### config.mk
export PLATFORM = sky130hd
export DESIGN_NAME = alu_issue_ctrl
export DESIGN_NICKNAME = d
export VERILOG_FILES = /design/src/rtl/alu_issue_ctrl_pkg.sv /design/src/rtl/alu_wait_counter.sv /design/src/rtl/alu_issue_ctrl.sv
export SDC_FILE = /design/constraint.sdc
export NUM_CORES = 1
export LEC_CHECK = 0
export CAP_MARGIN = 20
export CORE_AREA = 10 10 153 155
export CTS_BUF_LIST = sky130_fd_sc_hd__clkbuf_4 sky130_fd_sc_hd__clkbuf_8 sky130_fd_sc_hd__clkbuf_16
export DETAILED_ROUTE_END_ITERATION = 6
export DIE_AREA = 0 0 163 165
export PLACE_DENSITY = 0.81
export REMOVE_ABC_BUFFERS = 1
export SLEW_MARGIN = 5
export SYNTH_ARGS = -nofsm -noshare
export SYNTH_HDL_FRONTEND = slang
export SYNTH_HIERARCHICAL = 1
export SYNTH_SLANG_ARGS = --single-unit
### constraint.sdc
create_clock -name clk -period 5.57 [get_ports clk]
set_input_delay 1.114 -clock clk [delete_from_list [all_inputs] [get_ports clk]]
set_output_delay 1.114 -clock clk [all_outputs]
set_load 0.05 [all_outputs]
### src/rtl/alu_issue_ctrl_pkg.sv
// +---------------------------------------------------------------------------+
// | alu_issue_ctrl_pkg: state encoding, ALU select codes, divider latency.    |
// | Revision: 1.0                                                             |
// +---------------------------------------------------------------------------+
`default_nettype none

package alu_issue_ctrl_pkg;

  localparam int STATE_WIDTH = 2;

  typedef enum logic [STATE_WIDTH-1:0] {
    IDLE     = 2'd0,
    EXEC     = 2'd1,
    DIV_WAIT = 2'd2,
    RESP     = 2'd3
  } state_t;

  localparam logic [2:0] SEL_ADDSUB = 3'b000;
  localparam logic [2:0] SEL_MUL    = 3'b001;
  localparam logic [2:0] SEL_DIV    = 3'b010;
  localparam logic [2:0] SEL_SLL    = 3'b011;
  localparam logic [2:0] SEL_SRL    = 3'b100;
  localparam logic [2:0] SEL_OR     = 3'b101;
  localparam logic [2:0] SEL_XOR    = 3'b110;
  localparam logic [2:0] SEL_AND    = 3'b111;

  // Shared with the divider so both sides agree on its run length.
  localparam int DIV_LATENCY_DEFAULT = 64;

endpackage

`default_nettype wire

### src/rtl/alu_wait_counter.sv
// +---------------------------------------------------------------------------+
// | alu_wait_counter: loadable down-counter with zero flag.                   |
// | Revision: 1.0                                                             |
// +---------------------------------------------------------------------------+
`default_nettype none

module alu_wait_counter #(
  parameter int WIDTH = 7
) (
  input  logic             clk,
  input  logic             rst_n,
  input  logic             load,
  input  logic [WIDTH-1:0] load_value,
  input  logic             dec,
  output logic [WIDTH-1:0] count,
  output logic             zero
);

  always_ff @(posedge clk or negedge rst_n) begin
    if (!rst_n) begin
      count <= '0;
    end else if (load) begin
      count <= load_value;
    end else if (dec && (count != '0)) begin
      count <= count - 1'b1;
    end
  end

  assign zero = (count == '0);

endmodule

`default_nettype wire

### src/rtl/alu_issue_ctrl.sv
// +---------------------------------------------------------------------------+
// | alu_issue_ctrl: issues one op at a time to the execute-stage ALU, waits   |
// | its latency, and returns the captured result. Revision: 1.0               |
// +---------------------------------------------------------------------------+
`default_nettype none

module alu_issue_ctrl
  import alu_issue_ctrl_pkg::*;
#(
  parameter int BUS_WIDTH         = 64,
  parameter int ALU_CONTROL_WIDTH = 2,
  parameter int ALU_SELECT_WIDTH  = 3,
  parameter int DIV_LATENCY       = DIV_LATENCY_DEFAULT,
  parameter int TAG_WIDTH         = 5
) (
  input  logic                         clk,
  input  logic                         rst_n,
  input  logic                         req_valid,
  output logic                         req_ready,
  input  logic [BUS_WIDTH-1:0]         req_in1,
  input  logic [BUS_WIDTH-1:0]         req_in2,
  input  logic [ALU_CONTROL_WIDTH-1:0] req_control,
  input  logic [ALU_SELECT_WIDTH-1:0]  req_select,
  input  logic [TAG_WIDTH-1:0]         req_tag,
  output logic [BUS_WIDTH-1:0]         alu_in1,
  output logic [BUS_WIDTH-1:0]         alu_in2,
  output logic [ALU_CONTROL_WIDTH-1:0] alu_control,
  output logic [ALU_SELECT_WIDTH-1:0]  alu_select,
  input  logic [BUS_WIDTH-1:0]         alu_out,
  output logic                         rsp_valid,
  input  logic                         rsp_ready,
  output logic [BUS_WIDTH-1:0]         rsp_data,
  output logic [TAG_WIDTH-1:0]         rsp_tag,
  output logic                         busy
);

  localparam int CNT_WIDTH = $clog2(DIV_LATENCY) + 1;
  localparam logic [CNT_WIDTH-1:0] CNT_LOAD = CNT_WIDTH'(DIV_LATENCY - 1);

  state_t                 state;
  state_t                 state_next;
  logic [TAG_WIDTH-1:0]   tag;
  logic                   accept;
  logic                   capture;
  logic                   cnt_load;
  logic                   cnt_dec;
  logic                   cnt_zero;
  logic [CNT_WIDTH-1:0]   cnt_value;
  logic                   req_is_div;

  assign req_is_div = (req_select == ALU_SELECT_WIDTH'(SEL_DIV));

  alu_wait_counter #(
    .WIDTH (CNT_WIDTH)
  ) u_wait_counter (
    .clk        (clk),
    .rst_n      (rst_n),
    .load       (cnt_load),
    .load_value (CNT_LOAD),
    .dec        (cnt_dec),
    .count      (cnt_value),
    .zero       (cnt_zero)
  );

  always_ff @(posedge clk or negedge rst_n) begin
    if (!rst_n) begin
      state <= IDLE;
    end else begin
      state <= state_next;
    end
  end

  always_comb begin
    state_next = state;
    accept     = 1'b0;
    capture    = 1'b0;
    cnt_load   = 1'b0;
    cnt_dec    = 1'b0;
    case (state)
      IDLE: begin
        if (req_valid) begin
          accept = 1'b1;
          if (req_is_div) begin
            cnt_load   = 1'b1;
            state_next = DIV_WAIT;
          end else begin
            state_next = EXEC;
          end
        end
      end
      EXEC: begin
        capture    = 1'b1;
        state_next = RESP;
      end
      // Counter starts at DIV_LATENCY-1, so this state lasts DIV_LATENCY cycles.
      DIV_WAIT: begin
        if (cnt_zero) begin
          capture    = 1'b1;
          state_next = RESP;
        end else begin
          cnt_dec = 1'b1;
        end
      end
      RESP: begin
        if (rsp_ready) begin
          state_next = IDLE;
        end
      end
      default: state_next = IDLE;
    endcase
  end

  // Operand registers only move on acceptance; the divider needs them stable.
  always_ff @(posedge clk or negedge rst_n) begin
    if (!rst_n) begin
      alu_in1     <= '0;
      alu_in2     <= '0;
      alu_control <= '0;
      alu_select  <= '0;
      tag         <= '0;
    end else if (accept) begin
      alu_in1     <= req_in1;
      alu_in2     <= req_in2;
      alu_control <= req_control;
      alu_select  <= req_select;
      tag         <= req_tag;
    end
  end

  always_ff @(posedge clk or negedge rst_n) begin
    if (!rst_n) begin
      rsp_data <= '0;
      rsp_tag  <= '0;
    end else if (capture) begin
      rsp_data <= alu_out;
      rsp_tag  <= tag;
    end
  end

  assign req_ready = (state == IDLE) && rst_n;
  assign rsp_valid = (state == RESP);
  assign busy      = (state != IDLE);

endmodule

`default_nettype wire

; Word-level counts from Yosys, hierarchy flattened
; Index checks and enable logic that the tools add are counted.
; Widths: inputs -> output; s select.
[totals]
reg_bits = 216
inputBits = 206
out_inout_bits = 205
[op_classes]
addsub = 1
eq_ne = 7
mux = 16
n_reduce_logical = 8
[ops]
columns = operator, n
row1 = $mux 7, 2
row2 = $mux 1, 8
row3 = $mux 2, 4
row4 = $pmux 2 s4, 1
row5 = $logic_not 7->1, 1
row6 = $reduce_bool 7->1, 1
row7 = $sub 7x1->7 const B, 1
row8 = $eq 2x2->1 const B, 2
row9 = $ne 2x2->1 const B, 2
row10 = $reduce_bool 2->1, 2
row11 = $eq 3x2->1 const B, 1
row12 = $reduce_and 3->1, 1
row13 = $eq 2x1->1 const B, 1
row14 = $logic_and 1x1->1, 2
row15 = $logic_not 2->1, 1
row16 = $ne 2x1->1 const B, 1
row17 = $pmux 1 s2, 1

; Depth between registers and ports, before layout
; Gate-level depths: netlist of run 1.
[logic_depth]
word_depth = 6
ltp_mapped = 10
mapped_depth_nobuf = 8

; Cells and area by module
; The synthesis of run 1 kept the hierarchy.
[modules_own_cells]
columns = module, instances, cells_per_inst, area_per_inst_um2, seq_area_each_um2
row1 = alu_issue_ctrl, 1, 463, 7862.5, 5230.0
row2 = alu_wait_counter, 1, 52, 461.7, 175.2

; Worst setup path after synthesis of run 1
; OpenSTA, ideal clock, no wires.
[synth_path]
kind = input to register
startpoint = input req_valid
endpoint = register u_wait_counter.count[0]
setup_ns = 0.130
t_arrival_ns = 2.673
required_ns = 5.440
slack_ns = 2.767
stages = 8
path_buffers = 3
cell_sequence = nand2_1 > buf_2 > buf_4 > nor4b_1 > clkbuf_1 > nor2_1 > o211ai_1 > nand3_1
[synth_between]
elab_chain_len = 3
[synth_rtl]
columns = element, line_no
row1 = from (decl), alu_issue_ctrl.sv:18  ; input logic req_valid,
row2 = $mux 1 *, alu_issue_ctrl.sv:81  ; if (req_valid) begin
row3 = $mux 1 *, alu_issue_ctrl.sv:79  ; case (state)
row4 = via cnt_load, alu_issue_ctrl.sv:45  ; logic cnt_load;
row5 = $mux 7 / $reduce_bool 2->1 (equally long branches), -
row6 = to (signal assigned), alu_wait_counter.sv:23  ; count <= load_value;
row7 = to (signal assigned), alu_wait_counter.sv:25  ; count <= count - 1'b1;
row8 = to (decl), alu_wait_counter.sv:15  ; output logic [WIDTH-1:0] count,
; Mark *: on every way through the listed nets, which the timed path passes. The rest lies on a longest branch.
; A chain may end at the register's enable or synchronous reset.

; Worst setup path after layout of run 1
[layout_path]
startpoint = input rst_n
endpoint = output req_ready
[layout_between]
elab_chain_len = 1
[layout_rtl]
columns = element, line_no
row1 = from (decl), alu_issue_ctrl.sv:17  ; input logic rst_n,
row2 = $logic_and 1x1->1, alu_issue_ctrl.sv:140  ; assign req_ready = (state == IDLE) && rst_n;
row3 = to (decl), alu_issue_ctrl.sv:19  ; output logic req_ready,
; No other way between the ends.

==> flow_summary.toml, run 1 <==
[status]
status = "completed"

[sta]
post-route-period-util_pct = 64.4
clock_skew_ns = 0.00840
fmax_mhz = 279
min_period_ns = 3.59
hold_ws_ns = 0.486
setup_viol = 0
relSlewSlack_pct = 30.1
hold_viol = 0
final.setup.tns_ns = 0
rsz0062_at_grt = "false"
tightest_slew_ns = 1.05
slew_viol_final = 0

[worst_setup_path]
crit_path_max_fanout = 54
worstPathArrival_ns = 2.48
crit_type = "in -> out"
cp_top_family = "buffers and inverters"
start_kind = "input pin"
crit_slowest_cell = "clkdlybuf4s50_1"
path_cells = "clkbuf_8, and2_1, clkdlybuf4s50_1"
crit_path_end_kind = "output port"
worst-path-buf-inv = 2
required_ns = 4.46
critPathMaxStageDelay_ns = 0.80

[clock_network]
postCtsResizedCells = 0
max-clock-path-buffers = 3
htree_levels = 1
clk_pin_slew_worst_paths_ns = 0.05
insertion_delay_ns = 0.50
cts_made_buffers = 24
post-cts-setup-buffers = 0
hold_buffers = 0
clock-sinks = 216
cts_tree = "built"
cts_root_buffer = "clkbuf_16"

[routing]
drt_pass1_iterations = 4
viasPerCell = 4.75
drt_wl_total_um = 25800
drt_iter0_markers = 205
antenna_left = 0
drc = 0
routedWlPerCell_um = 21.1
vias = 5819

[placement]
place_inst = 1182
place_congestion = 0.805
place_area_mm2 = 0.0127
detailed_place_hpwl_um = 20000
numPortBuffers = 410

[finish]
final_area_mm2 = 0.0135
syn_to_final_growth_pct = 62.3
drive_above_1_share_pct = 26.3
finalNetCount = 1151
instances_no_fill = 1224
diodes = 0

[logic_synthesis]
synth_top_family_by_area = "multiplexers"
ys_types = 40
synth-compound-area-share_pct = 1.88
synthFlopType = "dfrtp_1"
synth-adder-area-share_pct = 0.902
synth_seq_area_share_pct = 64.9
synthMuxAreaShare_pct = 28.3
synth-seq-cells = 216
async_flop_share_pct = 100
yosysWarnings = 6
synthSimpleGateAreaFrac_pct = 2.03
synth_edf_count = 0
syn_area_mm2 = 0.00832
syn_inst = 515
synth_xor_area_share_pct = 0
avgSynthCellArea_um2 = 16.2

[pwr]
p_total_uw = 3490
ir_worst_vdd_v = 0.000241
power.density_mw_per_mm2 = 258
p_leak_uw = 0.00619

[floorplan]
dieArea_mm2 = 0.0269
die_w_um = 163
rows = 52
ios = 411
core_area_mm2 = 0.0202
chipHeight_um = 165
start_util_pct = 41.3

[global_routing]
grt_max_degree = 84
met2_usage_pct = 33.5
grt-busiest-layer = "met2"
grt_pass1_wl_um = 38800
grtUsageTotal_pct = 18.4
grt_util_met3_pct = 8.99
grt_overflow_total = 0
use_met1_pct = 18.6
grt_antenna_before_repair = 1
grt_pass1_vias = 6534

[run]
cap_violations = 0

[hold_path]
hold_class = "reg -> reg"
-- cell usage in the layout (no fill, tap or decap), types with 2 or more instances in the layout --
cell,n
nand2_1,3
clkbuf_4,4
o31ai_1,2
nor2b_1,5
conb_1,7
clkinv_2,6
nor2_1,4
nor4_1,2
mux2_2,198
nor3_1,2
a311o_1,2
mux2_1,10
inv_1,9
ha_1,6
clkbuf_8,6
o21ai_0,3
nand2b_1,2
clkbuf_16,25
a21oi_1,4
dfrtp_1,216
buf_4,6
clkdlybuf4s50_1,409
-- worst paths after layout --
kind,start,to,slack [ns],cells after the start
min in group asynchronous,rst_n,rsp_data[59]$_DFFE_PN0P_,0.56,1
setup reg to reg,state[0]$_DFFE_PN0P_,alu_in2[54]$_DFFE_PN0P_,2.59,5
hold reg to reg,rsp_data[58]$_DFFE_PN0P_,rsp_data[58]$_DFFE_PN0P_,0.49,1
setup / recovery,rst_n,req_ready,1.98,3
max in group asynchronous,rst_n,alu_in2[9]$_DFFE_PN0P_,3.15,3
hold / removal,rsp_data[58]$_DFFE_PN0P_,rsp_data[58]$_DFFE_PN0P_,0.49,1
-- state kept, by name, summed over array words and instances, names as in the netlist --
register              cells
rsp_tag                   5
alu_select                3
u_wait_counter/count      7
alu_in1                  64
rsp_data                 64
tag                       5
state                     2
alu_in2                  64
alu_control               2
-- report_power, final --
| part | switching, uW | internal [uW] |
|---|---|---|
| clock | 604 | 945 |
| combinational | 155 | 181 |
| sequential | 11.2 | 1590 |
-- logic make-up (layout without fill, tap and decap cells) --
kind of cell             Yosys count  in the layout
AO/OA/AOI/OAI                     21             21
adder cells (fa/ha/maj)            6              6
buffers and inverters             32            466
flip-flops                       216            216
multiplexers                     209            209
other                              2              7
AND/OR/NAND/NOR                   29             29
-- Yosys cell counts, drive strengths merged (2+ instances only) --
cell | instances | share of area [%]
nor4 | 2 | 0.15
mux2 | 208 | 28
nor2b | 5 | 0.38
nand2 | 5 | 0.23
conb | 2 | 0.090
a311o | 2 | 0.24
o21ai | 3 | 0.18
buf | 22 | 1.5
nor3 | 2 | 0.12
o31ai | 2 | 0.18
ha | 6 | 0.90
nand2b | 2 | 0.15
inv | 9 | 0.41
a21oi | 4 | 0.24
dfrtp | 216 | 65
nor2 | 4 | 0.18
-- through the flow --
step | util, % | setup slack (ns)
2_1_floorplan | - | -0.628
3_3_place_gp | 63.1 | 1.73
3_5_place_dp | 63.1 | 1.63
4_1_cts | 66.9 | 1.93
5_1_grt | 67.0 | 1.88
6_report | 67.0 | 1.98
-- per-layer routing --
metal	vias up	routed length, um	share of wire [%]
met4	2	528	2.0
met2	263	13300	52
li1	2658	-	-
met1	2859	8860	34
met3	37	3090	12
met5	-	13	0.050
-- final cells by class --
class	count	area, um^2
clock buffers	34	724
clock inverters	7	60.1
fillers	1508	6660
inverters	9	33.8
multi-input cells	272	2800
flip-flops and latches	216	5410
well taps	270	338
repair buffers	416	4150
-- worst register-to-register path, delay by kind of cell (launching register included) --
| family | cells | cell delay (ns) |
|---|---|---|
| muxes | 1 | 0.51 |
| buffers and inverters | 2 | 1.05 |
| DFF | 1 | 0.39 |
| adders and majority gates | 1 | 0.30 |
| and+or+nand+nor | 1 | 0.61 |
Note: power is estimated with default switching activity, not from simulation.
==> run 2, diff against run 1 <==
Settings changed: CORE_AREA 10 10 153 155 to not set, CORE_MARGIN set to 10, CORE_UTILIZATION set to 41, DIE_AREA 0 0 163 165 to not set.
Clock period 5.57 ns to 3.36 ns, I/O delays scaled along.
==> run 2 against run 1 <==
Effect of this change: combinational power increased by 67%; die area fell by 1.8%; clock skew increased by 0.0067 ns; utilization is 0.24 points higher; flip-flop and latch count is the same; setup slack lost 1.6 ns; critical path depth rose by 1; power grew 65%; cell count barely moved; global-route usage up 0.21 points; count of clock-buffer cells in the layout decreased by 4; largest power group unchanged.
==> flow_summary.toml, run 2 (synthesis gave the netlist of run 1 again) <==
[status]
status = "completed"

[worst_setup_path]
crit_path_end_kind = "output port"
r2r_cells = 8
crit_path_max_fanout = 4
required_ns = 2.69
crit_type = "reg -> out"
start_kind = "flip-flop"
worstPathArrival_ns = 2.30

[global_routing]
grtUsageTotal_pct = 18.6
grt_max_degree = 139
grt_pass1_vias = 6382
grt_pass1_wl_um = 38500
grt_antenna_before_repair = 2
grt_overflow_total = 0

[floorplan]
die_w_um = 162
ios = 411
start_util_pct = 41.4
core_area_mm2 = 0.0201
chipHeight_um = 162
dieArea_mm2 = 0.0264
rows = 52

[sta]
final.setup.tns_ns = 0
rsz0062_at_grt = "false"
setup_viol = 0
hold_viol = 0
tightest_slew_ns = 0.864
fmax_mhz = 336
slew_viol_final = 0
post-route-period-util_pct = 88.5
clock_skew_ns = 0.0151
min_period_ns = 2.97
relSlewSlack_pct = 42.4

[routing]
viasPerCell = 4.79
vias = 5857
drt_wl_total_um = 25800
drt_iter0_markers = 230
drc = 0
antenna_left = 0
routedWlPerCell_um = 21.1
drt_pass1_iterations = 4

[finish]
layout_commonest_cell = "clkdlybuf4s50_1"
instances_no_fill = 1223
top_regs = "alu_in1 x64, alu_in2 x64, rsp_data x64"
fillers = 1428
layout_common_cells = "clkdlybuf4s50_1 (409), dfrtp_1 (216), mux2_2 (198)"
final_area_mm2 = 0.0135
final_core_util_pct = 67.2
syn_to_final_growth_pct = 62.3
finalNetCount = 1151
drive_above_1_share_pct = 26.1

[pwr]
power.density_mw_per_mm2 = 427
p_leak_uw = 0.00619
p_total_uw = 5770
ir_worst_vdd_v = 0.000332

[placement]
place_congestion = 0.801
detailed_place_hpwl_um = 19800
place_inst = 1183
numPortBuffers = 410
place_area_mm2 = 0.0127

[clock_network]
hold_buffers = 0
max-clock-path-buffers = 3
insertion_delay_ns = 0.52
postCtsResizedCells = 0
cts_made_buffers = 24
clk_pin_slew_worst_paths_ns = 0.06
clock-sinks = 216
post-cts-setup-buffers = 0
cts_root_buffer = "clkbuf_16"
cts_tree = "built"
htree_levels = 1

[hold_path]
hold_class = "in -> async"

[run]
cap_violations = 0
run 2: cell count changes in the layout (fill, tap and decap cells not counted):
cell       previous run  this run
buf_12                0         2
inv_8                 0         1
clkinv_8              0         1
clkinv_2              6         4
diode_2               0         2
clkbuf_4              4         5
clkbuf_8              6         2
clkbuf_16            25        24
buf_4                 6         4
bufinv_16             1         2
run 2: cell type report:
cell class	count	area (um^2)	area share, %
Antenna cell	2	5.00	0.0370
Clock buffer	30	652	4.82
Clock inverter	8	108	0.796
Inverter	9	33.8	0.250
Multi-Input combinational cell	272	2800	20.7
Sequential cell	216	5410	40.0
Tap cell	270	338	2.50
Timing Repair Buffer	416	4180	30.9
run 2: critical path, cell delays in order (launching register included):
cell and delay [ns]:
dfrtp_1 0.40, inv_1 0.13, ha_1 0.27, and2_1 0.15, clkdlybuf4s50_1 0.84
run 2: layer usage:
metal,share of wire [%],wire length [um],global-route usage [%]
met5,0,0,0
met1,36,9300,19.9
met4,2.3,600,5.50
met2,50,12900,32.2
met3,12,3040,8.67
run 2: through the flow:
step | setup WS, ns | hold WS, ns
floorplan | -2.44 | 0.376
global placement | 0.864 | 0.476
detailed placement | 0.822 | 0.482
CTS | 0.366 | 0.309
global route | 0.279 | 0.325
finish | 0.386 | 0.282
run 2: worst paths after layout:
check	startpoint	slack [ns]	endpoint
worst max-delay path	state[0]$_DFFE_PN0P_	0.39	req_ready
worst min-delay path	rst_n	0.28	alu_in2[31]$_DFFE_PN0P_
worst max register to register	u_wait_counter/count[1]$_DFFE_PN0P_	0.82	rsp_data[61]$_DFFE_PN0P_
worst min register to register	rsp_data[58]$_DFFE_PN0P_	0.49	rsp_data[58]$_DFFE_PN0P_
max in group asynchronous	rst_n	1.98	alu_control[1]$_DFFE_PN0P_
min in group clk	rsp_data[58]$_DFFE_PN0P_	0.49	rsp_data[58]$_DFFE_PN0P_
run 2: power breakdown:
part	leakage [uW]	internal (uW)	switching [uW]
clock	0.000383	1520	1020
sequential	0.00284	2640	20.1
combinational	0.00296	302	260
